===== src/rtl/track_view_pkg.sv =====
// track_view_pkg
// Shared colour constants, player palette, start-line bounds and the
// region encoding used between the two pipeline stages of track_view.
package track_view_pkg;

  // RGB444 colours
  localparam logic [11:0] GRASS     = 12'h0A0;
  localparam logic [11:0] ASPHALT   = 12'h666;
  localparam logic [11:0] LINE_W    = 12'hFFF;
  localparam logic [11:0] LINE_B    = 12'h000;
  localparam logic [11:0] OPP_COLOR = 12'hF0F;
  localparam logic [11:0] BLACK     = 12'h000;

  // Player palette; entry i is selected by sprite_type[2:0] == i.
  localparam logic [7:0][11:0] PALETTE = {
    12'hFFF, 12'hF80, 12'h0FF, 12'h80F,
    12'hFF0, 12'h0F0, 12'h00F, 12'hF00
  };

  // Start-line row band, y in [LINE_Y_LO, LINE_Y_HI)
  localparam int LINE_Y_LO = 240;
  localparam int LINE_Y_HI = 248;

  // Track region of a pixel as classified in stage 1
  typedef enum logic [1:0] {
    RGN_OUT     = 2'd0,  // outside the world window
    RGN_GRASS   = 2'd1,
    RGN_ASPHALT = 2'd2,
    RGN_LINE    = 2'd3   // start-line chequer band
  } region_t;

endpackage


===== src/rtl/track_view_sprite_hit.sv =====
// sprite_hit
// Combinational square hit test for one kart sprite.
// Ports:
//   hcount, vcount : raster position
//   sx, sy         : sprite top-left corner
//   hit            : raster position lies inside the SIZE x SIZE square
//   off_x, off_y   : local offset inside the square (valid when hit)
module sprite_hit #(
  parameter int SIZE = 16
) (
  input  logic [10:0]               hcount,
  input  logic [9:0]                vcount,
  input  logic [8:0]                sx,
  input  logic [8:0]                sy,
  output logic                      hit,
  output logic [$clog2(SIZE)-1:0]   off_x,
  output logic [$clog2(SIZE)-1:0]   off_y
);
  localparam int OW = $clog2(SIZE);

  logic [10:0] w_sx;
  logic [10:0] w_sy;
  logic [10:0] w_v;
  logic [10:0] w_sx_end;
  logic [10:0] w_sy_end;

  // 11-bit arithmetic: sx + SIZE cannot wrap, so sprites near 511 clip cleanly
  assign w_sx     = {2'b00, sx};
  assign w_sy     = {2'b00, sy};
  assign w_v      = {1'b0, vcount};
  assign w_sx_end = w_sx + 11'(SIZE);
  assign w_sy_end = w_sy + 11'(SIZE);

  assign hit = (hcount >= w_sx) && (hcount < w_sx_end) &&
               (w_v >= w_sy) && (w_v < w_sy_end);

  // SIZE is a power of two, so the low bits of the difference are exact
  assign off_x = hcount[OW-1:0] - sx[OW-1:0];
  assign off_y = vcount[OW-1:0] - sy[OW-1:0];

endmodule


===== src/rtl/track_view.sv =====
// track_view
// Two-stage per-pixel renderer for the top-down race view: procedural track
// (grass / asphalt / start line) with player and opponent kart squares on top.
// Option macro: TRACK_VIEW_OUTLINE_EN draws a black 1-pixel border on sprites.
// Ports:
//   clk_in, rst_in          : clock, synchronous active-high reset
//   hcount_in, vcount_in    : raster position
//   sprite_type             : player palette select ([3] ignored)
//   player_x/y, opponent_x/y: sprite top-left corners
//   pixel_out               : RGB444, 2 cycles after its input
module track_view
  import track_view_pkg::*;
#(
  parameter int SPRITE_SIZE = 16,
  parameter int WORLD_SIZE  = 512,
  parameter int OUTER_LO    = 32,
  parameter int OUTER_HI    = 480,
  parameter int INNER_LO    = 96,
  parameter int INNER_HI    = 416
) (
  input  logic        clk_in,
  input  logic        rst_in,
  input  logic [10:0] hcount_in,
  input  logic [9:0]  vcount_in,
  input  logic [3:0]  sprite_type,
  input  logic [8:0]  player_x,
  input  logic [8:0]  player_y,
  input  logic [8:0]  opponent_x,
  input  logic [8:0]  opponent_y,
  output logic [11:0] pixel_out
);
  localparam int OFF_W = $clog2(SPRITE_SIZE);

`ifdef TRACK_VIEW_OUTLINE_EN
  localparam logic OUTLINE = 1'b1;
`else
  localparam logic OUTLINE = 1'b0;
`endif

  logic [10:0]      w_x;
  logic [10:0]      w_y;
  logic             w_in_win;
  logic             w_outer;
  logic             w_inner;
  logic             w_line;
  region_t          w_region;
  logic             w_p_hit;
  logic             w_o_hit;
  logic [OFF_W-1:0] w_p_ox, w_p_oy, w_o_ox, w_o_oy;
  logic             w_p_edge;
  logic             w_o_edge;

  assign w_x = hcount_in;
  assign w_y = {1'b0, vcount_in};

  assign w_in_win = (w_x < 11'(WORLD_SIZE)) && (w_y < 11'(WORLD_SIZE));
  assign w_outer  = (w_x >= 11'(OUTER_LO)) && (w_x < 11'(OUTER_HI)) &&
                    (w_y >= 11'(OUTER_LO)) && (w_y < 11'(OUTER_HI));
  assign w_inner  = (w_x >= 11'(INNER_LO)) && (w_x < 11'(INNER_HI)) &&
                    (w_y >= 11'(INNER_LO)) && (w_y < 11'(INNER_HI));
  assign w_line   = (w_x >= 11'(OUTER_LO)) && (w_x < 11'(INNER_LO)) &&
                    (w_y >= 11'(LINE_Y_LO)) && (w_y < 11'(LINE_Y_HI));

  always_comb begin
    w_region = RGN_GRASS;
    if (!w_in_win)               w_region = RGN_OUT;
    else if (w_line)             w_region = RGN_LINE;
    else if (w_outer && !w_inner) w_region = RGN_ASPHALT;
  end

  sprite_hit #(.SIZE(SPRITE_SIZE)) u_player_hit (
    .hcount (hcount_in),
    .vcount (vcount_in),
    .sx     (player_x),
    .sy     (player_y),
    .hit    (w_p_hit),
    .off_x  (w_p_ox),
    .off_y  (w_p_oy)
  );

  sprite_hit #(.SIZE(SPRITE_SIZE)) u_opponent_hit (
    .hcount (hcount_in),
    .vcount (vcount_in),
    .sx     (opponent_x),
    .sy     (opponent_y),
    .hit    (w_o_hit),
    .off_x  (w_o_ox),
    .off_y  (w_o_oy)
  );

  assign w_p_edge = (w_p_ox == '0) || (w_p_ox == OFF_W'(SPRITE_SIZE - 1)) ||
                    (w_p_oy == '0) || (w_p_oy == OFF_W'(SPRITE_SIZE - 1));
  assign w_o_edge = (w_o_ox == '0) || (w_o_ox == OFF_W'(SPRITE_SIZE - 1)) ||
                    (w_o_oy == '0) || (w_o_oy == OFF_W'(SPRITE_SIZE - 1));

  // Stage 1 registers
  region_t    r_region;
  logic       r_p_hit;
  logic       r_o_hit;
  logic       r_p_edge;
  logic       r_o_edge;
  logic [2:0] r_x_lo;
  logic [2:0] r_y_lo;
  logic [3:0] r_type;

  always_ff @(posedge clk_in) begin
    if (rst_in) begin
      r_region <= RGN_OUT;
      r_p_hit  <= 1'b0;
      r_o_hit  <= 1'b0;
      r_p_edge <= 1'b0;
      r_o_edge <= 1'b0;
      r_x_lo   <= '0;
      r_y_lo   <= '0;
      r_type   <= '0;
    end else begin
      r_region <= w_region;
      // sprites are never drawn outside the window
      r_p_hit  <= w_p_hit && w_in_win;
      r_o_hit  <= w_o_hit && w_in_win;
      r_p_edge <= w_p_edge && OUTLINE;
      r_o_edge <= w_o_edge && OUTLINE;
      r_x_lo   <= hcount_in[2:0];
      r_y_lo   <= vcount_in[2:0];
      r_type   <= sprite_type;
    end
  end

  // Only bit 2 of the chequer coordinates and the low 3 palette bits matter.
  logic w_unused_bits;
  assign w_unused_bits = &{r_x_lo[1:0], r_y_lo[1:0], r_type[3]};

  // Stage 2: colour mux, priority player > opponent > track
  always_ff @(posedge clk_in) begin
    if (rst_in) begin
      pixel_out <= BLACK;
    end else if (r_p_hit) begin
      pixel_out <= r_p_edge ? BLACK : PALETTE[r_type[2:0]];
    end else if (r_o_hit) begin
      pixel_out <= r_o_edge ? BLACK : OPP_COLOR;
    end else begin
      case (r_region)
        RGN_LINE:    pixel_out <= (r_x_lo[2] ^ r_y_lo[2]) ? LINE_W : LINE_B;
        RGN_ASPHALT: pixel_out <= ASPHALT;
        RGN_GRASS:   pixel_out <= GRASS;
        default:     pixel_out <= BLACK;
      endcase
    end
  end

endmodule


===== config.mk =====
export PLATFORM = sky130hd
export DESIGN_NAME = track_view
export DESIGN_NICKNAME = d
export VERILOG_FILES = /design/src/rtl/track_view_pkg.sv /design/src/rtl/track_view_sprite_hit.sv /design/src/rtl/track_view.sv
export SDC_FILE = /design/constraint.sdc
export NUM_CORES = 1
export LEC_CHECK = 0
export ABC_AREA = 1
export CAP_MARGIN = 20
export CELL_PAD_IN_SITES_DETAIL_PLACEMENT = 0
export CELL_PAD_IN_SITES_GLOBAL_PLACEMENT = 1
export CORE_ASPECT_RATIO = 2
export CORE_MARGIN = 3
export CORE_UTILIZATION = 37
export DETAILED_ROUTE_END_ITERATION = 10
export PLACE_DENSITY = 0.85
export SLEW_MARGIN = 20
export SYNTH_ARGS = -nofsm -noshare
export SYNTH_HDL_FRONTEND = slang
export SYNTH_SLANG_ARGS = --single-unit

===== constraint.sdc =====
create_clock -name clk_in -period 2.8 [get_ports clk_in]
set_clock_uncertainty 0.15 [all_clocks]
set_input_delay 0.56 -clock clk_in [delete_from_list [all_inputs] [get_ports clk_in]]
set_output_delay 0.56 -clock clk_in [all_outputs]
set_load 0.01 [all_outputs]

; After elaboration in Yosys (flattened, before gate mapping)
; Memory sizes are Yosys's and may differ from the RTL's. A register that Yosys moved wholly into a read port is not among the register bits.
; Index checks and enable logic that the tools add are counted.
[classes]
n_reduce_logical = 21
eq_ne = 3
bitwise_logic = 2
add_sub_neg = 4
order_cmp = 22
muxes = 8
[op_table]
columns = cell, n
row1 = $mux W12, 4
row2 = $add A9 B5 Y10 const B, 4
row3 = $pmux W12 S3, 1
row4 = $ge A11 B9 Y1, 2
row5 = $lt A10 B11 Y1, 2
row6 = $lt A11 B11 Y1, 2
row7 = $lt A11 B9 Y1 const B, 2
row8 = $ge A10 B9 Y1, 2
row9 = $lt A10 B9 Y1 const B, 2
row10 = $logic_and A1 B1 Y1, 19
row11 = $ge A11 B6 Y1 const B, 1
row12 = $ge A11 B7 Y1 const B, 1
row13 = $lt A11 B10 Y1 const B, 1
row14 = $lt A11 B7 Y1 const B, 1
row15 = $ge A10 B6 Y1 const B, 1
row16 = $ge A10 B7 Y1 const B, 1
row17 = $ge A10 B8 Y1 const B, 1
row18 = $lt A10 B10 Y1 const B, 1
row19 = $lt A10 B8 Y1 const B, 1
row20 = $eq A2 B2 Y1 const B, 2
row21 = $lt A3 B4 Y1 const B, 1
row22 = $mux W2, 2
row23 = $mux W3, 1
row24 = $eq A2 B1 Y1 const B, 1
row25 = 4 further kinds, 4
[word_totals]
out_inout_bits = 12
mem_count = 1
input_bits = 63
reg_bits = 25
romBits = 96
[mem_list]
columns = name, depth, width, read_ports, rd_ports_with_merged_regs, wr, line_no
row1 = (no name shown), 8, 12, 1, 1, 0, track_view.sv:138  ; pixel_out <= r_p_edge ? BLACK : PALETTE[r_type[2:0]];

; Longest topological paths before layout
; Gate-level depths: netlist (run 1).
[depth]
word_depth = 8
depth_mapped = 11
ltp_nobuf = 11

; By module
; A second synthesis (run 1) with hierarchy kept.
[unflattened]
cells_unflattened = 474
hier_area_um2 = 3069.2
[modules_own_cells]
columns = module, seq_area_each_um2, area_each_um2, n_inst, cells_per_inst
row1 = sprite_hit (u_opponent_hit), 0.0, 1056.0, 1, 167
row2 = sprite_hit (u_player_hit), 0.0, 1048.5, 1, 169
row3 = track_view, 400.4, 964.7, 1, 138

; Least setup slack after synthesis (run 1)
; No wires, ideal clock.
[synth_timing]
kind = input -> register
from = input port opponent_x[4]
to = register r_o_hit
setup_ns = 0.115
n_path_buf = 0
path_stages = 10
t_arrival_ns = 1.706
slack_ns = 0.829
path_cell_list = ha_1 -> nand3_1 -> xor2_1 -> ha_1 -> nand2_1 -> nor2_1 -> a21boi_0 -> nor2_1 -> nand3_1 -> nor2_1
[synth_between]
elab_chain_len = 6
word_cells_on_any_way = 7
[synth_rtl]
columns = item, line_no
row1 = "start, declared", track_view.sv:28  ; input logic [8:0] opponent_x,
row2 = $add A9 B5 Y10, track_view_sprite_hit.sv:31  ; assign w_sx_end = w_sx + 11'(SIZE);
row3 = $lt A11 B11 Y1, track_view_sprite_hit.sv:34  ; assign hit = (hcount >= w_sx) && (hcount < w_sx_end) &&
row4 = $logic_and A1 B1 Y1 * (2 in series), track_view_sprite_hit.sv:34
row5 = $logic_and A1 B1 Y1 *, track_view_sprite_hit.sv:35  ; (w_v >= w_sy) && (w_v < w_sy_end);
row6 = $logic_and A1 B1 Y1 *, track_view.sv:120  ; r_o_hit <= w_o_hit && w_in_win;
row7 = "end signal, assigned", track_view.sv:120
row8 = "end, declared", track_view.sv:99  ; logic r_o_hit;
; Every way passes the cells marked *; elsewhere a longest branch is shown, timed or not.
; A chain may end at the register's enable or synchronous reset.

; Worst setup path after layout (run 1)
[layout_timing]
from = input port player_x[4]
to = register r_p_hit
[layout_between]
elab_chain_len = 6
word_cells_on_any_way = 7
[layout_rtl]
columns = item, line_no
row1 = "start, declared", track_view.sv:26  ; input logic [8:0] player_x,
row2 = $add A9 B5 Y10, track_view_sprite_hit.sv:31
row3 = $lt A11 B11 Y1, track_view_sprite_hit.sv:34
row4 = $logic_and A1 B1 Y1 * (2 in series), track_view_sprite_hit.sv:34
row5 = $logic_and A1 B1 Y1 *, track_view_sprite_hit.sv:35
row6 = $logic_and A1 B1 Y1 *, track_view.sv:119  ; r_p_hit <= w_p_hit && w_in_win;
row7 = "end signal, assigned", track_view.sv:119
row8 = "end, declared", track_view.sv:98  ; logic r_p_hit;
; Marked as above.

==> impl_metrics.json, run 1 <==
{
  "rsz0062_at_grt": "no",
  "setup_viol": 0,
  "final_common_cell": "nand2_1",
  "row_count": 44,
  "final_cell_mix": "nand2_1 (93), inv_1 (89), clkdlybuf4s50_1 (73), ha_1 (70), nor2_1 (42)",
  "root_buffer": "clkbuf_16",
  "finalNetCount": 648,
  "drive_gt1_frac": 0.02144,
  "n_antenna_cell": 0,
  "antenna_found_initial": 0,
  "ys_types": 26,
  "clkLatencyLatePin_ns": 0.25,
  "yosys_warnings": 0,
  "slowest_delay_ns": 0.54,
  "p_int_mw": 0.6854,
  "fmax_ghz": 0.3996,
  "hpwl_um": 6189,
  "cts.repair.resized": 0,
  "grt_pass1_vias": 2826,
  "netlist_instances": 439,
  "syn_to_final_growth_pct": 32.17,
  "path_cells": "clkdlybuf4s50_1, ha_1, nand3_1, xor2_1, ha_1, nand3_1, nor2_1, nor2_1, nand2_1, nor2_1, nand4_1, nor2_1",
  "grt.total_usage": 0.1607,
  "wire_per_inst_um": 11.34,
  "status": "finished, final reports clean",
  "globalplace.congestion": 0.8139,
  "finalCriticalPeriod_ns": 2.502,
  "cp-start-kind": "input port",
  "min_path_type": "flop to flop",
  "crit_fanout": 4,
  "fill_cells": 783,
  "cts_hold_buf": 0,
  "ios": 75,
  "dr.first_iter.drc_count": 54,
  "netlist_area_mm2": 0.002839,
  "p_leak_nw": 1.946,
  "pre_cts_slack_ns": 0.01559,
  "ant_nets": 0,
  "cp_data_arrival_time_ns": 2.51,
  "tns_ns": 0,
  "fin_area_mm2": 0.003752,
  "drt_wl_total_um": 6861,
  "ys_seq_elements": 20,
  "numPortBuffers": 73,
  "die_width_um": 67.94,
  "cts_setup_buffers": 0,
  "numCtsBuffers": 3,
  "criticalPathCategory": "input port to flop",
  "grt_pass1_wl_um": 11320,
  "cts_htree_levels": 1,
  "p_sw_frac": 0.3118,
  "hold_viol": 0,
  "switchingPower_mw": 0.3105,
  "drv_cap": 0,
  "setup_ws_ns": 0.2975,
  "vdd_ir_drop_max_mv": 0.2756,
  "start_util": 0.3848,
  "pwr-share-clk": 0.283,
  "worst_pin_slew_ns": 0.3637,
  "critPathRequiredTime_ns": 2.81,
  "crit_slowest_cell": "clkdlybuf4s50_1",
  "grt_max_degree": 11,
  "p_comb_frac": 0.417,
  "fp.dieH_um": 129.9,
  "grt_overflow": 0,
  "regArea_um2": 400.4,
  "dpl_cell_area_mm2": 0.003677,
  "end_kind": "flop",
  "core_mm2": 0.007377,
  "clk_pin_slew_ns": 0.05,
  "power.density_mw_per_mm2": 265.4,
  "power_frac_seq": 0.300,
  "timing.final.crit_share": 0.8937,
  "fin_util": 0.5087,
  "ys_seq_area_frac": 0.1410,
  "drv_slew": 0,
  "die-area_mm2": 0.008824,
  "syn_area_per_cell_um2": 6.467,
  "clock_path_buffers": 2,
  "route.detailed.drc": 0,
  "relSlewSlack": 0.7568,
  "viasPerCell": 4.755,
  "critPathMostFrequentCell": "nor2_1",
  "critPathTopFamily": "simple AND/OR/NAND/NOR gates",
  "multiInputGateArea_mm2": 0.002074,
  "drtPass1Iterations": 4,
  "cp.buffers_inverters": 1,
  "syn_nets": 572,
  "cts_tree": "built",
  "p_total_mw": 0.9960,
  "route.vias.total": 2877,
  "clkSinkCount": 20
}
## worst register-to-register path, cell delays in order (launching register included)
cell,delay [ns]
dfxtp_1,0.33
ha_1,0.20
nand3_1,0.09
inv_1,0.09
o21ai_0,0.31
a21oi_1,0.12
## kinds of logic after synthesis
group                    count (synthesis)  share of synthesized area
flip-flops                              20                     0.1410
XOR/XNOR                                12                    0.03702
adder cells (fa/ha/maj)                 70                     0.3085
AO/OA/AOI/OAI                           51                    0.09608
AND/OR/NAND/NOR                        192                     0.2891
buffers and inverters                   94                     0.1283
## final cells by class
type,count,share of cell area
Tap cell,92,0.03068
Multi-Input combinational cell,325,0.5529
Sequential cell,20,0.1067
Inverter,89,0.08903
Clock buffer,3,0.02001
Timing Repair Buffer,76,0.2007
## power groups by stage
stage | logic, mW | registers [mW] | clock network, mW
final | 0.415 | 0.299 | 0.282
after global routing | 0.483 | 0.300 | 0.297
after CTS | 0.423 | 0.299 | 0.283
after detailed placement | 0.419 | 0.305 | 0
after global placement | 0.409 | 0.305 | 0
after floorplan | 0.236 | 0.305 | 0
## path summary, 6_finish.rpt
kind	cells past startpoint	startpoint	slack, ns	end
hold / removal	2	flop	0.30	pixel_out[11]
hold reg to reg	2	flop	0.30	pixel_out[11]
setup / recovery	12	player_x[4]	0.30	r_p_hit
setup reg to reg	5	r_region[0]	1.38	pixel_out[8]
## synth_stat cells, drive strengths merged
cell	count	share of area
a211oi	1	0.0026
a21boi	1	0.0026
a21o	3	0.0079
a21oi	30	0.053
a31oi	2	0.0044
and3	1	0.0022
buf	3	0.0079
clkbuf	2	0.0026
dfxtp	20	0.14
ha	70	0.31
inv	89	0.12
nand2	95	0.13
nand3	32	0.056
nand3b	3	0.0079
nand4	4	0.0088
nor2	45	0.064
nor3	10	0.018
nor3b	1	0.0026
nor4	1	0.0022
o21ai	13	0.023
o21bai	1	0.0026
xnor2	4	0.012
xor2	8	0.025
## stage by stage
| stage | std cells | hold slack, ns |
|---|---|---|
| 3_3_place_gp | 602 | 0.2920 |
| 6_report | 605 | 0.3025 |
| 3_5_place_dp | 602 | 0.2963 |
| 5_1_grt | 605 | 0.3271 |
| 2_1_floorplan | 439 | 0.2807 |
| 4_1_cts | 605 | 0.3032 |
## per-layer routing
metal / share of wire / global-route usage
met5: 0 / 0
met4: 0.011 / 0.03283
met3: 0.034 / 0.008613
met2: 0.60 / 0.3567
met1: 0.35 / 0.1432
Power figures use the tool's default switching activity.
==> run 2, diff against run 1 <==
--- a/config.mk
+++ b/config.mk
@@ -11,9 +11,9 @@
 export CELL_PAD_IN_SITES_GLOBAL_PLACEMENT = 1
 export CORE_ASPECT_RATIO = 2
 export CORE_MARGIN = 3
-export CORE_UTILIZATION = 37
+export CORE_UTILIZATION = 31
 export DETAILED_ROUTE_END_ITERATION = 10
-export PLACE_DENSITY = 0.85
+export PLACE_DENSITY = 0.76
 export SLEW_MARGIN = 20
 export SYNTH_ARGS = -nofsm -noshare
 export SYNTH_HDL_FRONTEND = slang
==> constraint.sdc (replaced) <==
create_clock -name clk_in -period 2.1 [get_ports clk_in]
set_clock_uncertainty 0.15 [all_clocks]
set_input_delay 0.42 -clock clk_in [delete_from_list [all_inputs] [get_ports clk_in]]
set_output_delay 0.42 -clock clk_in [all_outputs]
set_load 0.01 [all_outputs]
==> impl_metrics.json, run 2 (synthesis gave the netlist of run 1 again) <==
{
  "status": "finished, final reports clean",
  "wl_met3_um": 246,
  "p_total_mw": 1.539,
  "dr.first_iter.drc_count": 92,
  "grt_pass1_vias": 3006,
  "grt_max_degree": 13,
  "drt_wl_total_um": 7663,
  "relSlewSlack": 0.7566,
  "syn_to_final_growth_pct": 46.98,
  "clkLatencyLatePin_ns": 0.25,
  "grt_pass1_wl_um": 12430,
  "critPathRequiredTime_ns": 2.14,
  "clock_path_buffers": 2,
  "ios": 75,
  "final_common_cell": "nand2_1",
  "fmax_ghz": 0.5198,
  "finalCriticalPeriod_ns": 1.924,
  "row_count": 48,
  "power.density_mw_per_mm2": 368.7,
  "globalplace.congestion": 0.8352,
  "whs_ns": 0.3015,
  "drv_slew": 0,
  "final_cell_mix": "nand2_1 (92), inv_1 (89), ha_1 (62), clkdlybuf4s50_1 (57), nor2_1 (40)",
  "route.detailed.drc": 0,
  "regArea_um2": 400.4,
  "fp.dieH_um": 141.3,
  "finalNetCount": 681,
  "cts_htree_levels": 1,
  "cp-start-kind": "input port",
  "setup_ws_ns": 0.1762,
  "fill_cells": 922,
  "dpl_cell_area_mm2": 0.003935,
  "route.vias.total": 3020,
  "cts_tree": "built",
  "multiInputGateArea_mm2": 0.002188,
  "n_antenna_cell": 0,
  "fin_cells": 647,
  "grt_overflow": 0,
  "ant_nets": 0,
  "end_kind": "flop",
  "die_width_um": 73.67,
  "tns_ns": 0,
  "cp_data_arrival_time_ns": 1.97,
  "vdd_ir_drop_max_mv": 0.3535,
  "core_mm2": 0.008768,
  "dp.cells": 643,
  "criticalPathCategory": "input port to flop",
  "root_buffer": "clkbuf_16",
  "timing.final.crit_share": 0.9161,
  "cts_setup_buffers": 0,
  "fin_area_mm2": 0.004173,
  "numCtsBuffers": 3,
  "grt.total_usage": 0.1482,
  "crit_fanout": 5,
  "drv_cap": 0,
  "top_layer": "met4",
  "antenna_found_initial": 0,
  "hpwl_um": 6810,
  "hold_viol": 0,
  "start_util": 0.3238,
  "dr_wl_met2_um": 4672,
  "fin_util": 0.4759,
  "wire_per_inst_um": 11.84,
  "met1_length_um": 2550,
  "p_leak_nw": 2.219,
  "worst_pin_slew_ns": 0.3613,
  "drtPass1Iterations": 4,
  "numPortBuffers": 73,
  "drive_gt1_frac": 0.1207,
  "clk_pin_slew_ns": 0.05,
  "viasPerCell": 4.668,
  "setup_viol": 0,
  "clkSinkCount": 20,
  "min_path_type": "flop to flop",
  "pre_cts_slack_ns": -0.3759,
  "die-area_mm2": 0.01041
}
==> run 2: cell types whose count changed in the layout (fill, tap and decap cells not counted), moves of 3 or more <==
| cell | before | now |
|---|---|---|
| dlygate4sd2_1 | 0 | 5 |
| nand3_1 | 32 | 28 |
| ha_1 | 70 | 62 |
| dlymetal6s2s_1 | 0 | 10 |
| nor3_1 | 10 | 7 |
| nand3_2 | 0 | 4 |
| buf_4 | 3 | 36 |
| ha_4 | 0 | 4 |
| clkdlybuf4s50_1 | 73 | 57 |
| nor3_2 | 0 | 3 |
| ha_2 | 0 | 4 |
==> run 2: power breakdown <==
part	switching (mW)	leakage [nW]	internal (mW)
logic	0.311	2.00	0.315
registers	0.00466	0.164	0.394
clock network	0.137	0.0511	0.378
==> run 2: cell type report <==
type | instances | share of cell area
repair buffers | 109 | 0.2444
clock buffers | 3 | 0.01799
flip-flops and latches | 20 | 0.09595
well taps | 100 | 0.02999
multi-input cells | 325 | 0.5244
clock inverters | 1 | 0.007196
inverters | 89 | 0.08006
==> run 2: layer usage <==
| layer | up-vias | global-route usage |
|---|---|---|
| li1 | 1621 | - |
| met1 | 1334 | 0.1308 |
| met2 | 53 | 0.3207 |
| met3 | 12 | 0.01277 |
| met4 | 0 | 0.04394 |
| met5 | - | 0 |
==> run 2: what timing repair did <==
action	in CTS	in global routing
hold buffers	0	0
pin swaps	3	6
resized for setup	14	25
setup endpoints to repair	2	2
==> run 2: worst max-delay path: stages <==
cell             delay [ns]
clkdlybuf4s50_1        0.53
ha_1                   0.36
nand2_1                0.07
nor2_1                 0.19
nand3b_1               0.10
nand2_1                0.06
inv_1                  0.04
nand2_1                0.05
nand3_1                0.07
nor2_1                 0.07
==> run 2: worst paths after layout <==
kind	start	end	slack (ns)	depth (start not counted)
hold reg to reg	flop	pixel_out[11]	0.30	2
setup reg to reg	r_region[0]	pixel_out[8]	0.65	5
setup / recovery	hcount_in[6]	r_o_hit	0.18	10
hold / removal	flop	pixel_out[11]	0.30	2
